File: config.mk
export PLATFORM = sky130hd
export DESIGN_NAME = main_mem_arbiter
export DESIGN_NICKNAME = d
export VERILOG_FILES = /design/src/rtl/main_mem_arbiter.sv
export SDC_FILE = /design/constraint.sdc
export NUM_CORES = 1
export LEC_CHECK = 0
export CORE_AREA = 2 2 105 107
export DETAILED_ROUTE_END_ITERATION = 12
export DIE_AREA = 0 0 107 109
export PLACE_DENSITY_LB_ADDON = 0.25
export SLEW_MARGIN = 40
export SYNTH_ARGS = -nofsm -noshare
export SYNTH_HDL_FRONTEND = slang
export SYNTH_SLANG_ARGS = --single-unit
File: constraint.sdc
create_clock -name clk -period 1.9 [get_ports clk]
set_input_delay 0.38 -clock clk [delete_from_list [all_inputs] [get_ports clk]]
set_output_delay 0.38 -clock clk [all_outputs]
set_load 0.02 [all_outputs]
File: src/rtl/main_mem_arbiter.sv
// Single-port main memory arbiter between instruction fetch (IF) and memory access (MA).
// MA normally wins; a saturating starvation counter forces an IF grant; read data is steered to its owner.
module main_mem_arbiter #(
  parameter int MAIN_MEM_BYTE_ADD_W = 8,
  parameter int STARVE_MAX          = 4
) (
  input  logic        clk,
  input  logic        rst_n,
  input  logic        if_req,
  input  logic [31:0] if_addr,
  output logic        if_gnt,
  output logic        if_rvalid,
  output logic [31:0] if_rdata,
  input  logic        ma_req,
  input  logic        ma_wen,
  input  logic [31:0] ma_addr,
  input  logic [31:0] ma_wdat,
  output logic        ma_gnt,
  output logic        ma_rvalid,
  output logic [31:0] ma_rdata,
  output logic        mem_cs,
  output logic        mem_wen,
  output logic [31:0] mem_addr,
  output logic [31:0] mem_dat_in,
  input  logic [31:0] mem_dat_out
);

  typedef enum logic [1:0] {
    OWN_NONE = 2'd0,
    OWN_IF   = 2'd1,
    OWN_MA   = 2'd2
  } own_t;

  localparam logic [3:0] STARVE_LIM = 4'(STARVE_MAX);

  if (STARVE_MAX < 1 || STARVE_MAX > 15 || MAIN_MEM_BYTE_ADD_W < 2 || MAIN_MEM_BYTE_ADD_W > 32)
  begin : g_param_check
    $error("main_mem_arbiter: illegal parameter value");
  end

  own_t       rd_own, rd_own_nxt;
  logic [3:0] starve_cnt, starve_nxt;

  always_ff @(posedge clk or negedge rst_n) begin
    if (!rst_n) begin
      rd_own     <= OWN_NONE;
      starve_cnt <= '0;
    end else begin
      rd_own     <= rd_own_nxt;
      starve_cnt <= starve_nxt;
    end
  end

  always_comb begin
    if_gnt     = 1'b0;
    ma_gnt     = 1'b0;
    mem_cs     = 1'b0;
    mem_wen    = 1'b0;
    mem_addr   = '0;
    mem_dat_in = '0;
    starve_nxt = starve_cnt;
    rd_own_nxt = OWN_NONE;

    // Grants are suppressed while reset is held so the memory sees no command.
    if (rst_n) begin
      if (if_req && (!ma_req || starve_cnt == STARVE_LIM)) begin
        if_gnt = 1'b1;
      end else if (ma_req) begin
        ma_gnt = 1'b1;
      end
    end

    if (if_gnt) begin
      mem_cs     = 1'b1;
      mem_addr   = if_addr;
      rd_own_nxt = OWN_IF;
    end else if (ma_gnt) begin
      mem_cs     = 1'b1;
      mem_wen    = ma_wen;
      mem_addr   = ma_addr;
      mem_dat_in = ma_wdat;
      rd_own_nxt = ma_wen ? OWN_NONE : OWN_MA;
    end

    if (if_gnt || !if_req) begin
      starve_nxt = '0;
    end else if (ma_gnt && starve_cnt < STARVE_LIM) begin
      starve_nxt = starve_cnt + 4'd1;
    end
  end

  always_comb begin
    if_rvalid = (rd_own == OWN_IF);
    ma_rvalid = (rd_own == OWN_MA);
    if_rdata  = if_rvalid ? mem_dat_out : '0;
    ma_rdata  = ma_rvalid ? mem_dat_out : '0;
  end

endmodule

==> results of run 1 <==
-- per-stage QoR --
step | hold slack [ns] | std cells | util (%) | instance area, µm² | setup WS [ns]
after floorplan | 0.0844 | 174 | - | 1450 | -0.0310
after global placement | 0.600 | 581 | 41.5 | 4400 | -0.763
after detailed placement | 0.606 | 581 | 41.5 | 4400 | -0.760
after CTS | 0.298 | 599 | 44.3 | 4700 | -0.389
after global routing | 0.334 | 604 | 46.5 | 4930 | -0.404
final | 0.304 | 604 | 46.5 | 4930 | -0.346
-- cell usage after synthesis --
cell,instances,area share (%)
sky130_fd_sc_hd__a21oi_2,1,0.67
sky130_fd_sc_hd__a22o_1,32,21
sky130_fd_sc_hd__and2_1,97,47
sky130_fd_sc_hd__and3_1,3,1.4
sky130_fd_sc_hd__and3b_1,1,0.67
sky130_fd_sc_hd__and4bb_2,1,0.96
sky130_fd_sc_hd__buf_2,2,0.77
sky130_fd_sc_hd__buf_4,3,1.7
sky130_fd_sc_hd__buf_6,3,2.6
sky130_fd_sc_hd__clkbuf_1,9,2.6
sky130_fd_sc_hd__dfrtp_1,6,12
sky130_fd_sc_hd__ha_1,2,1.9
sky130_fd_sc_hd__inv_1,3,0.86
sky130_fd_sc_hd__mux2_2,1,0.86
sky130_fd_sc_hd__nand2_1,1,0.29
sky130_fd_sc_hd__nor2b_1,3,1.4
sky130_fd_sc_hd__nor3b_1,1,0.58
sky130_fd_sc_hd__o211a_1,2,1.5
sky130_fd_sc_hd__o21ai_0,1,0.38
sky130_fd_sc_hd__or2_2,1,0.48
sky130_fd_sc_hd__xnor2_1,1,0.67
-- layout make-up --
type | count | area, µm² | share of cell area, %
clock buffer | 3 | 41.3 | 0.838
timing repair buffer | 304 | 3250 | 66.0
sequential | 6 | 150 | 3.05
multi-input combinational | 148 | 1300 | 26.3
inverter | 3 | 11.3 | 0.229
tap | 140 | 175 | 3.56
-- where the power goes --
group	switching, mW	leakage [nW]	total (mW)	internal, mW
sequential	0.00190	0.0823	0.134	0.132
clock	0.0499	0.0216	0.186	0.136
combinational	0.366	2.33	0.974	0.608
total	0.418	2.43	1.29	0.876
-- per-layer routing --
layer	vias up	GRT usage, %	share of wire, %
li1	1171	-	-
met1	1155	12.9	31
met2	156	28.8	58
met3	2	4.12	11
met4	0	2.78	0.45
met5	-	0	0
-- sequential cells by signal (all words and copies together) (netlist names) --
signal,count
starve_cnt,4
rd_own,2
-- logic make-up (layout without fill, tap and decap cells) --
logic type / after synthesis / in the layout / synth area share, %
AOI/OAI and AO/OA: 36 / 36 / 24.1
and+or+nand+nor: 108 / 108 / 52.4
xor gates and xnor gates: 1 / 1 / 0.672
muxes: 1 / 1 / 0.864
adders and majority gates: 2 / 2 / 1.92
DFF: 6 / 6 / 11.5
buffers and inverters: 20 / 310 / 8.54
-- worst min-delay path by stage --
stage                        startpoint            end  slack [ns]
after floorplan                   rst_n      rd_own[0]        0.08
after global placement    starve_cnt[2]  starve_cnt[2]        0.60
after detailed placement  starve_cnt[2]  starve_cnt[2]        0.61
after CTS                         rst_n  starve_cnt[3]        0.30
after global routing              rst_n  starve_cnt[3]        0.33
final                             rst_n  starve_cnt[3]        0.30
-- repair_timing --
item	in CTS	in global routing
endpoints found under the setup margin	134	105
gates resized for setup	474	71
hold buffers	0	0
cloned	6	3
pin swaps	17	34
setup buffers	9	4
-- cells in the final DEF (no fill, tap or decap), drive strengths merged --
cell	instances
clkdlybuf4s50	131
buf	103
and2	97
dlygate4sd2	51
a22o	32
clkdlybuf4s15	16
dfrtp	6
clkbuf	6
and3	3
nor2b	3
inv	3
o211a	2
ha	2
and3b	1
nand2	1
a21oi	1
or2	1
nor3b	1
o21ai	1
and4bb	1
mux2	1
xnor2	1
==> impl_results.html, run 1 <==
<table>
<tr><th>Metric</th><th>Value</th></tr>
<tr><th colspan="2">Critical path</th></tr>
<tr><td>Max Fanout on Critical Path</td><td>7</td></tr>
<tr><td>Kind of start point of the critical path</td><td>flip-flop</td></tr>
<tr><td>Number of cells traversed by the worst register-to-register path</td><td>8</td></tr>
<tr><td>CP Depth</td><td>7</td></tr>
<tr><td>Critical setup path kind</td><td>flip-flop to output port</td></tr>
<tr><td>Category of cells accounting for the largest share of critical-path delay</td><td>compound AO/OA/AOI/OAI gates</td></tr>
<tr><td>Series of cell instances along the critical path</td><td>inv_2, ha_4, and3b_2, o211a_4, clkbuf_16, a22o_4, buf_6</td></tr>
<tr><td>Critical path buffers and inverters</td><td>3</td></tr>
<tr><td>Worst setup path startpoint</td><td>starve_cnt[0]</td></tr>
<tr><td>Reg2Reg Setup Slack</td><td>0.34 ns</td></tr>
<tr><td>Nature of the critical path endpoint</td><td>output port</td></tr>
<tr><td>Critical-path cell with the highest stage delay</td><td>sky130_fd_sc_hd__dfrtp_1</td></tr>
<tr><td>Launching point of the worst reg2reg path</td><td>starve_cnt[0]</td></tr>
<tr><td>Critical path endpoint</td><td>mem_addr[12]</td></tr>
<tr><td>Worst reg2reg endpoint</td><td>rd_own[1]</td></tr>
<tr><td>Slowest Stage Delay on Critical Path</td><td>0.35 ns</td></tr>
<tr><td>Worst endpoint required time</td><td>1.52 ns</td></tr>
<tr><td>Critical path data arrival time</td><td>1.87 ns</td></tr>
<tr><th colspan="2">Floorplan</th></tr>
<tr><td>Die extent in y</td><td>109 µm</td></tr>
<tr><td>Cell row count</td><td>38</td></tr>
<tr><td>Floorplan die width</td><td>107 µm</td></tr>
<tr><td>Die area</td><td>11700 µm²</td></tr>
<tr><td>Initial core utilization</td><td>12.3%</td></tr>
<tr><td>Core box area</td><td>10600 µm²</td></tr>
<tr><td>Count of boundary I/O pins</td><td>267</td></tr>
<tr><th colspan="2">Flow run</th></tr>
<tr><td>Maxcap violations</td><td>0</td></tr>
<tr><th colspan="2">Clocking</th></tr>
<tr><td>Clock-pin slew on the worst setup and hold paths</td><td>0.04 ns</td></tr>
<tr><td>Count of H-tree levels built during CTS</td><td>1</td></tr>
<tr><td>CTS tree</td><td>done</td></tr>
<tr><td>Maximum clock insertion buffer count</td><td>2</td></tr>
<tr><td>Clk Tree Root Cell</td><td>sky130_fd_sc_hd__clkbuf_8</td></tr>
<tr><td>Skew-Pair Late Insertion Delay</td><td>0.22 ns</td></tr>
<tr><td>Number of sinks driven by the clock tree</td><td>6</td></tr>
<tr><td>TritonCTS Buffers</td><td>3</td></tr>
<tr><th colspan="2">STA</th></tr>
<tr><td>Unrepaired setup endpoints after global routing</td><td>true</td></tr>
<tr><td>Final worst path period need</td><td>2.25 ns</td></tr>
<tr><td>Slew at the pin closest to its max-slew limit</td><td>0.341 ns</td></tr>
<tr><td>Final Max Slew Viols</td><td>0</td></tr>
<tr><td>Setup_tns</td><td>-18.86 ns</td></tr>
<tr><td>Final Hold Violating Endpoints</td><td>0</td></tr>
<tr><td>Final count of negative-setup-slack endpoints</td><td>68</td></tr>
<tr><td>Setup WS post-layout</td><td>-0.346 ns</td></tr>
<tr><td>Share of the clock period used by the worst path</td><td>118%</td></tr>
<tr><td>Final setup skew</td><td>0.00206 ns</td></tr>
<tr><td>Worst slew slack as a fraction of its limit</td><td>77.0%</td></tr>
<tr><td>Fmax</td><td>0.445 GHz</td></tr>
<tr><th colspan="2">Synth</th></tr>
<tr><td>Yosys reg bits</td><td>6</td></tr>
<tr><td>Synth Net Count</td><td>309</td></tr>
<tr><td>Average cell area after synthesis</td><td>7.49 µm²</td></tr>
<tr><td>Cell area after synthesis</td><td>1300 µm²</td></tr>
<tr><td>Count of unique library cells instantiated by Yosys</td><td>21</td></tr>
<tr><td>Seq/Total Area, Yosys</td><td>11.5%</td></tr>
<tr><td>Cell count after synthesis</td><td>174</td></tr>
<tr><td>Yosys Warn Count</td><td>0</td></tr>
<tr><th colspan="2">Global route</th></tr>
<tr><td>Initial antenna violation count</td><td>0</td></tr>
<tr><td>First-pass GRT wire length</td><td>12500 µm</td></tr>
<tr><td>Leftover overflow at the end of global routing</td><td>0</td></tr>
<tr><td>Vias in the first global route</td><td>2450</td></tr>
<tr><td>Global-route total usage across every layer</td><td>13.7%</td></tr>
<tr><td>Largest net degree at the start of global routing</td><td>34</td></tr>
<tr><th colspan="2">Routing</th></tr>
<tr><td>DRT iter0 DRCs</td><td>72</td></tr>
<tr><td>Overall routed net length</td><td>8950 µm</td></tr>
<tr><td>Via density per instance</td><td>4.11</td></tr>
<tr><td>DRC errors left</td><td>0</td></tr>
<tr><td>Vias post-DR</td><td>2484</td></tr>
<tr><td>Wire length per cell</td><td>14.8 µm</td></tr>
<tr><td>Remaining number of nets flagged by the antenna check after routing</td><td>0</td></tr>
<tr><td>First-pass iteration count of the detailed router</td><td>3</td></tr>
<tr><th colspan="2">Place</th></tr>
<tr><td>Port Buffers</td><td>266</td></tr>
<tr><td>HPWL reported at the end of detailed placement</td><td>6780 µm</td></tr>
<tr><td>Final RePlAce weighted congestion</td><td>0.726</td></tr>
<tr><th colspan="2">Cells and area</th></tr>
<tr><td>Area grow syn2layout</td><td>278%</td></tr>
<tr><td>NumNets Final</td><td>601</td></tr>
<tr><td>Filler instances</td><td>1048</td></tr>
<tr><td>Fraction of final layout cells sized beyond drive strength 1</td><td>36.2%</td></tr>
<tr><td>Ant diodes</td><td>0</td></tr>
<tr><th colspan="2">Status</th></tr>
<tr><td>Failing checks</td><td>negative setup slack</td></tr>
<tr><td>Result of the run</td><td>complete, but fails checks</td></tr>
<tr><th colspan="2">Pwr</th></tr>
<tr><td>Worst IR drop on VDD</td><td>0.153 mV</td></tr>
<tr><td>Pwr/cell area</td><td>262 nW/µm²</td></tr>
<tr><td>Final Total Pwr</td><td>1.29 mW</td></tr>
<tr><td>Leak</td><td>2.43 nW</td></tr>
<tr><th colspan="2">Hold path</th></tr>
<tr><td>Class of the most critical hold timing path</td><td>primary input to asynchronous set/reset pin</td></tr>
</table>
(Power assumes the default switching activity.)
==> inputs of run 2 (changes only) <==
CAP_MARGIN = 15   (was not set)
==> results of run 2 <==
No change in the layout: final DEF, timing and power equal those of run 1.
